$ cat config.mk
export PLATFORM = sky130hd
export DESIGN_NAME = cv_arb_40b
export DESIGN_NICKNAME = d
export VERILOG_FILES = /design/src/rtl/cv_arb_pkg.sv /design/src/rtl/cv_arb_tmo.sv /design/src/rtl/cv_arb_40b.sv
export SDC_FILE = /design/constraint.sdc
export NUM_CORES = 1
export LEC_CHECK = 0
export ABC_AREA = 1
export CORE_UTILIZATION = 37
export CTS_CLUSTER_DIAMETER = 100
export CTS_CLUSTER_SIZE = 24
export DETAILED_ROUTE_END_ITERATION = 12
export HOLD_SLACK_MARGIN = 0.03
export PLACE_DENSITY = 0.77
export SETUP_SLACK_MARGIN = 0.5
export SLEW_MARGIN = 20
export SYNTH_ARGS = -nofsm -noshare
export SYNTH_HDL_FRONTEND = slang
export SYNTH_SLANG_ARGS = --single-unit
$ cat constraint.sdc
create_clock -name CLK -period 1.11 [get_ports CLK]
set_input_delay 0.222 -clock CLK [delete_from_list [all_inputs] [get_ports CLK]]
set_output_delay 0.222 -clock CLK [all_outputs]
set_load 0.02 [all_outputs]
$ cat src/rtl/cv_arb_pkg.sv
// cv_arb_pkg: shared types and widths for the two-master arbiter.
package cv_arb_pkg;
  localparam int ADDR_W_DEF = 40;
  localparam int CMD_W = 3;
  localparam int DATA_W = 8;
  typedef enum logic [1:0] {IDLE, BUSY, RESP} state_t;
endpackage

$ cat src/rtl/cv_arb_tmo.sv
// cv_arb_tmo: BUSY-cycle counter flagging expiry on the TMO_CYC-th cycle.
module cv_arb_tmo #(
  parameter int TMO_CYC = 255
) (
  input  logic clk,
  input  logic rst_n,
  input  logic enable,
  input  logic clear,
  output logic expired
);
  logic [7:0] cnt;
  assign expired = enable && (cnt == 8'(TMO_CYC - 1));
  always_ff @(posedge clk or negedge rst_n)
    if (!rst_n) cnt <= '0;
    else if (clear) cnt <= '0;
    else if (enable && !expired) cnt <= cnt + 8'd1;
endmodule

$ cat src/rtl/cv_arb_40b.sv
// cv_arb_40b: round-robin arbiter of two masters onto one decoder port.
// Define CV_ARB_TIMEOUT_EN to abort unacknowledged transfers after TMO_CYC cycles.
module cv_arb_40b
  import cv_arb_pkg::*;
#(
  parameter int ADDR_W  = ADDR_W_DEF,
  parameter int TMO_CYC = 255
) (
  input  logic              CLK,
  input  logic              RST_N,
  input  logic              M0_S_EX_REQ,
  input  logic [ADDR_W-1:0] M0_S_ADDR,
  input  logic [CMD_W-1:0]  M0_S_CMD,
  input  logic [DATA_W-1:0] M0_S_D_WR,
  output logic              M0_S_EX_ACK,
  output logic [DATA_W-1:0] M0_S_D_RD,
  input  logic              M1_S_EX_REQ,
  input  logic [ADDR_W-1:0] M1_S_ADDR,
  input  logic [CMD_W-1:0]  M1_S_CMD,
  input  logic [DATA_W-1:0] M1_S_D_WR,
  output logic              M1_S_EX_ACK,
  output logic [DATA_W-1:0] M1_S_D_RD,
  output logic              T_S_EX_REQ,
  output logic [ADDR_W-1:0] T_S_ADDR,
  output logic [CMD_W-1:0]  T_S_CMD,
  output logic [DATA_W-1:0] T_S_D_WR,
  input  logic              T_S_EX_ACK,
  input  logic [DATA_W-1:0] T_S_D_RD,
  output logic [1:0]        GNT,
  output logic              ERR
);
  state_t state;
  logic last;
  logic tmo;
  logic pick1;
  logic [DATA_W-1:0] rsp;
  // last=1 means master 1 was served most recently, so master 0 wins a tie
  assign pick1 = M1_S_EX_REQ && (!M0_S_EX_REQ || !last);
  assign rsp = T_S_EX_ACK ? T_S_D_RD : 8'hFF;
`ifdef CV_ARB_TIMEOUT_EN
  cv_arb_tmo #(.TMO_CYC(TMO_CYC)) u_tmo (
    .clk(CLK),
    .rst_n(RST_N),
    .enable(state == BUSY),
    .clear(state != BUSY),
    .expired(tmo)
  );
  always_ff @(posedge CLK or negedge RST_N)
    if (!RST_N) ERR <= 1'b0;
    else if (state == BUSY && !T_S_EX_ACK && tmo) ERR <= 1'b1;
`else
  assign tmo = 1'b0;
  assign ERR = 1'b0;
`endif
  always_ff @(posedge CLK or negedge RST_N) begin
    if (!RST_N) begin
      state <= IDLE;
      last <= 1'b1;
      GNT <= '0;
      T_S_EX_REQ <= 1'b0;
      T_S_ADDR <= '0;
      T_S_CMD <= '0;
      T_S_D_WR <= '0;
      M0_S_EX_ACK <= 1'b0;
      M1_S_EX_ACK <= 1'b0;
      M0_S_D_RD <= '0;
      M1_S_D_RD <= '0;
    end else begin
      case (state)
        IDLE: if (M0_S_EX_REQ || M1_S_EX_REQ) begin
          GNT <= pick1 ? 2'b10 : 2'b01;
          T_S_ADDR <= pick1 ? M1_S_ADDR : M0_S_ADDR;
          T_S_CMD <= pick1 ? M1_S_CMD : M0_S_CMD;
          T_S_D_WR <= pick1 ? M1_S_D_WR : M0_S_D_WR;
          T_S_EX_REQ <= 1'b1;
          state <= BUSY;
        end
        BUSY: if (T_S_EX_ACK || tmo) begin
          T_S_EX_REQ <= 1'b0;
          M0_S_EX_ACK <= GNT[0];
          M1_S_EX_ACK <= GNT[1];
          M0_S_D_RD <= GNT[0] ? rsp : '0;
          M1_S_D_RD <= GNT[1] ? rsp : '0;
          state <= RESP;
        end
        RESP: begin
          M0_S_EX_ACK <= 1'b0;
          M1_S_EX_ACK <= 1'b0;
          M0_S_D_RD <= '0;
          M1_S_D_RD <= '0;
          last <= GNT[1];
          GNT <= '0;
          state <= IDLE;
        end
        default: state <= IDLE;
      endcase
    end
  end
endmodule

Word level (Yosys, flattened, before mapping)
Cells that the tools add are included.
Storage, ports and cells
  logic and storage cells: 51
  output and inout port bits: 73
  input port bits: 115
  bits in registers: 75
Operators by class
  reductions and logical operators: 14
  mux-type cells: 22
  equal/unequal tests: 4
Operators with widths (number)
  40-bit 2-to-1 mux: 1
  8-bit 2-to-1 mux: 5
  8-bit one-hot mux with 2 select lines: 2
  2-bit 2-to-1 mux: 4
  2-bit one-hot mux with 2 select lines: 2
  2-bit AND reduction: 4
  1-bit one-hot mux with 2 select lines: 3
  2-bit nonzero test: 3
  1-bit 2-to-1 mux: 4
  2-bit inequality test (second input constant): 2
  3-bit 2-to-1 mux: 1
  3-bit AND reduction: 1
  2-bit by 1-bit equality test with 1-bit output (second input constant): 1
  2-bit equality test (second input constant): 1
  1-bit zero test: 2
  2-bit zero test: 1
  1-bit logical OR: 2
  1-bit logical AND: 1

Longest topological paths before layout
  word-level depth: 6
  gate-level depth with buffers: 6
  mapped depth without buffers: 6

Worst setup path before layout
Ideal clock, no wire load.
  kind: reg2reg
  start: reg last
  end: reg T_S_ADDR[0]
  required time: 992 ps
  path buffers: 1
  setup time: 118 ps
  clock period less this slack: 1146 ps
  cell stages (with the launch flop): 7
  arrival time: 1029 ps
  setup slack: -36 ps
  cells stage by stage: dfstp_2 -> nand2_2 -> nand2_2 -> buf_2 -> nand2_1 -> nand3_1 -> nand2_1
Between the ends
  word-level cells in the longest chain between the ends: 4
RTL lines
  start: declaration: RTL line cv_arb_40b.sv:33  | logic last;
  start signal: assignment: RTL line cv_arb_40b.sv:91  | last <= GNT[1];
  1-bit zero test: RTL line cv_arb_40b.sv:38  | assign pick1 = M1_S_EX_REQ && (!M0_S_EX_REQ || !last);
  1-bit logical OR: RTL line cv_arb_40b.sv:38
  1-bit logical AND: RTL line cv_arb_40b.sv:38
  40-bit 2-to-1 mux: RTL line cv_arb_40b.sv:72  | T_S_ADDR <= pick1 ? M1_S_ADDR : M0_S_ADDR;
  end signal: assignment: RTL line cv_arb_40b.sv:72
  end: declaration: RTL line cv_arb_40b.sv:24  | output logic [ADDR_W-1:0] T_S_ADDR,
No other way between the ends.
A chain may end at the register's enable or synchronous reset.

Final worst setup path
  start: reg last
  end: reg T_S_ADDR[34]
Same word-level chain as after synthesis.

==> flow_summary.toml <==
[route]
wl_per_cell_um = 15.3
drc = 0
vias = 4561
drt_first_pass_iters = 4
drtIter0Drc = 243
ant_nets = 0
routed_via_density = 4.78
finalWirelength_um = 14600

[synth]
syn_area_per_cell_um2 = 7.12
yosys-top-cells-area = "dfrtp_1, nand3_1, nand2_1, inv_1, buf_2"
synth_top_flop_cell = "dfrtp_1"
synth_edf_count = 0
synth.net_count = 661
ys_ff_latch = 75
yosys_warnings = 0
synth.yosys.seq_area_share_pct = 48.3
synth_area_um2 = 3890
synth_commonest_cells = "nand2_1, nand3_1, inv_1, dfrtp_1, clkbuf_1"
yosysUniqueCellTypes = 16
async_flop_share_pct = 100
synth_top_cell_area_share_pct = 47.6
yosysMostFrequentCell = "nand2_1"
synth_largest_area_cell = "dfrtp_1"
netlist_instances = 546

[clock_network]
clk_pin_slew_ns = 0.08
cts_buffer_depth = 2
h-tree-depth = 3
cts.root.buffer_cell = "clkbuf_8"
cts_tree = "done"
numCtsBuffers = 9
insertion_delay_ns = 0.34
clock-sinks = 75

[timing]
fin_crit_ns = 1.31
setup_slack_ns = -0.195
timing.final.hold_violations = 17
clock_skew_ns = 0.0147
tns_ns = -9.65
drv_slew = 0
max_freq_ghz = 0.766
finalCritPeriodShare_pct = 118
setup-violations-final = 88
rsz0062_at_grt = "true"
whs_ns = -0.233

[power]
power_density_nw_per_um2 = 2600
p_leak_nw = 4.07
finalPower_w = 0.0201
vdd_drop_max_v = 0.00125

[placed_design]
place_ws_ns = -0.437
dp_cells = 882
dpl.hpwl_um = 8490
portBuffers = 186
gp_congestion = 0.815

[grt]
grt.overflow.total = 0
grt_max_degree = 32
grt_pass1_wl_um = 21300
grt_pass1_vias = 4424
track_usage_pct = 24.8
antenna_found_initial = 1

[floorplanning]
io-pin-count = 188
num_rows = 37
fp.dieW_um = 105
dieArea_um2 = 10900
die_y_um = 105
start_util_pct = 37.8
core_area_um2 = 10300

[hold_path]
hp-class = "in -> async"

[status]
failed_checks = "negative hold slack, negative setup slack"
status = "finished, violations left"

[layout]
fin_cells = 954
final_util_pct = 75.1
seq_area_um2 = 1910
drive_above_1_share_pct = 36.0
nNetsFinal = 927
fillers = 738
area_growth_pct = 98.6
multi_input_area_um2 = 1850

[critical_path]
arrival_ns = 1.57
worst-setup-path-type = "reg -> reg"
cp_top_family = "flip-flops"
crit_path_start_kind = "register"
cp_num_buf_inv = 2
slowest_stage = "dfstp_2"
crit_chain = "nand2_4 > buf_8 > buf_12 > nand3_1 > nand3_2 > nand2_1"
worstPathRequired_ns = 1.38
end_kind = "register"
max_stage_delay_ns = 0.57
cp_max_fo = 14

[run]
drv_cap = 0
-- registers in the layout (all words and copies together), names as in the netlist --
signal       count
M1_S_EX_ACK      1
M0_S_EX_ACK      1
GNT              2
T_S_ADDR        40
M1_S_D_RD        8
T_S_D_WR         8
state            2
last             1
T_S_EX_REQ       1
M0_S_D_RD        8
T_S_CMD          3
-- cells in the final DEF (no fill, tap or decap), types with 7 or more instances in the layout --
| cell | instances |
|---|---|
| inv_1 | 104 |
| nand3_4 | 7 |
| buf_6 | 78 |
| buf_16 | 7 |
| clkdlybuf4s50_1 | 111 |
| nand2_2 | 20 |
| nand2_1 | 159 |
| nand3_1 | 89 |
| buf_12 | 16 |
| dfrtp_2 | 22 |
| dfrtp_1 | 52 |
| clkbuf_8 | 11 |
| nand3_2 | 41 |
| buf_4 | 67 |
-- worst paths after layout --
kind	from	end	slack, ns	depth (start not counted)
max	last$_DFFE_PN1N_	T_S_ADDR[34]$_DFFE_PN0P_	-0.20	6
min	RST_N	M0_S_D_RD[1]$_DFFE_PN0P_	-0.23	1
max reg2reg	last$_DFFE_PN1N_	T_S_ADDR[34]$_DFFE_PN0P_	-0.20	6
min reg2reg	T_S_ADDR[34]$_DFFE_PN0P_	T_S_ADDR[34]$_DFFE_PN0P_	0.51	2
max in group asynchronous	RST_N	T_S_ADDR[7]$_DFFE_PN0P_	0.88	2
min in group CLK	T_S_D_RD[3]	M0_S_D_RD[3]$_DFFE_PN0P_	0.50	3
-- area by class of cell --
class,count,area share [%]
well taps,136,2.20
flip-flops and latches,75,24.7
clock buffers,14,2.11
repair inverters,3,0.632
inverters,107,5.36
clock inverters,2,0.454
diodes,1,0.0324
repair buffers,286,40.6
multi-input cells,330,23.9
-- metrics by stage --
stage                     hold WS (ns)  instance area (um^2)
after floorplan                -0.0736                  4210
after global placement           0.130                  6480
after detailed placement         0.136                  6480
after CTS                       -0.237                  7320
after global routing            -0.227                  7720
final                           -0.233                  7720
-- power by group --
group | total (W) | switching (W) | internal (W)
Sequential | 0.00535 | 0.00115 | 0.00420
Clock | 0.00210 | 0.000941 | 0.00116
Combinational | 0.0126 | 0.00605 | 0.00660
Total | 0.0201 | 0.00814 | 0.0120
-- kinds of logic after synthesis --
group	share of synthesized area (%)
AOI/OAI and AO/OA	0.933
buffers and inverters	14.7
DFF	48.3
other	0.0964
and+or+nand+nor	36.0
-- layer usage --
| metal | track usage, % | part of all wire [%] | up-vias |
|---|---|---|---|
| met3 | 3.82 | 6.1 | 27 |
| met1 | 29.4 | 39 | 2136 |
| met4 | 10.9 | 2.4 | 0 |
| met2 | 44.2 | 53 | 206 |
| li1 | - | - | 2192 |
| met5 | 0 | 0 | - |
-- timing repair --
action / in CTS / in global routing
pin swaps: 12 / 12
gates resized for setup: 467 / 41
endpoints found under the hold margin: 17 / 17
setup endpoints to repair: 147 / 147
cloned: 10 / 5
setup buffers: 25 / 15
Power figures use the tool's default switching activity.
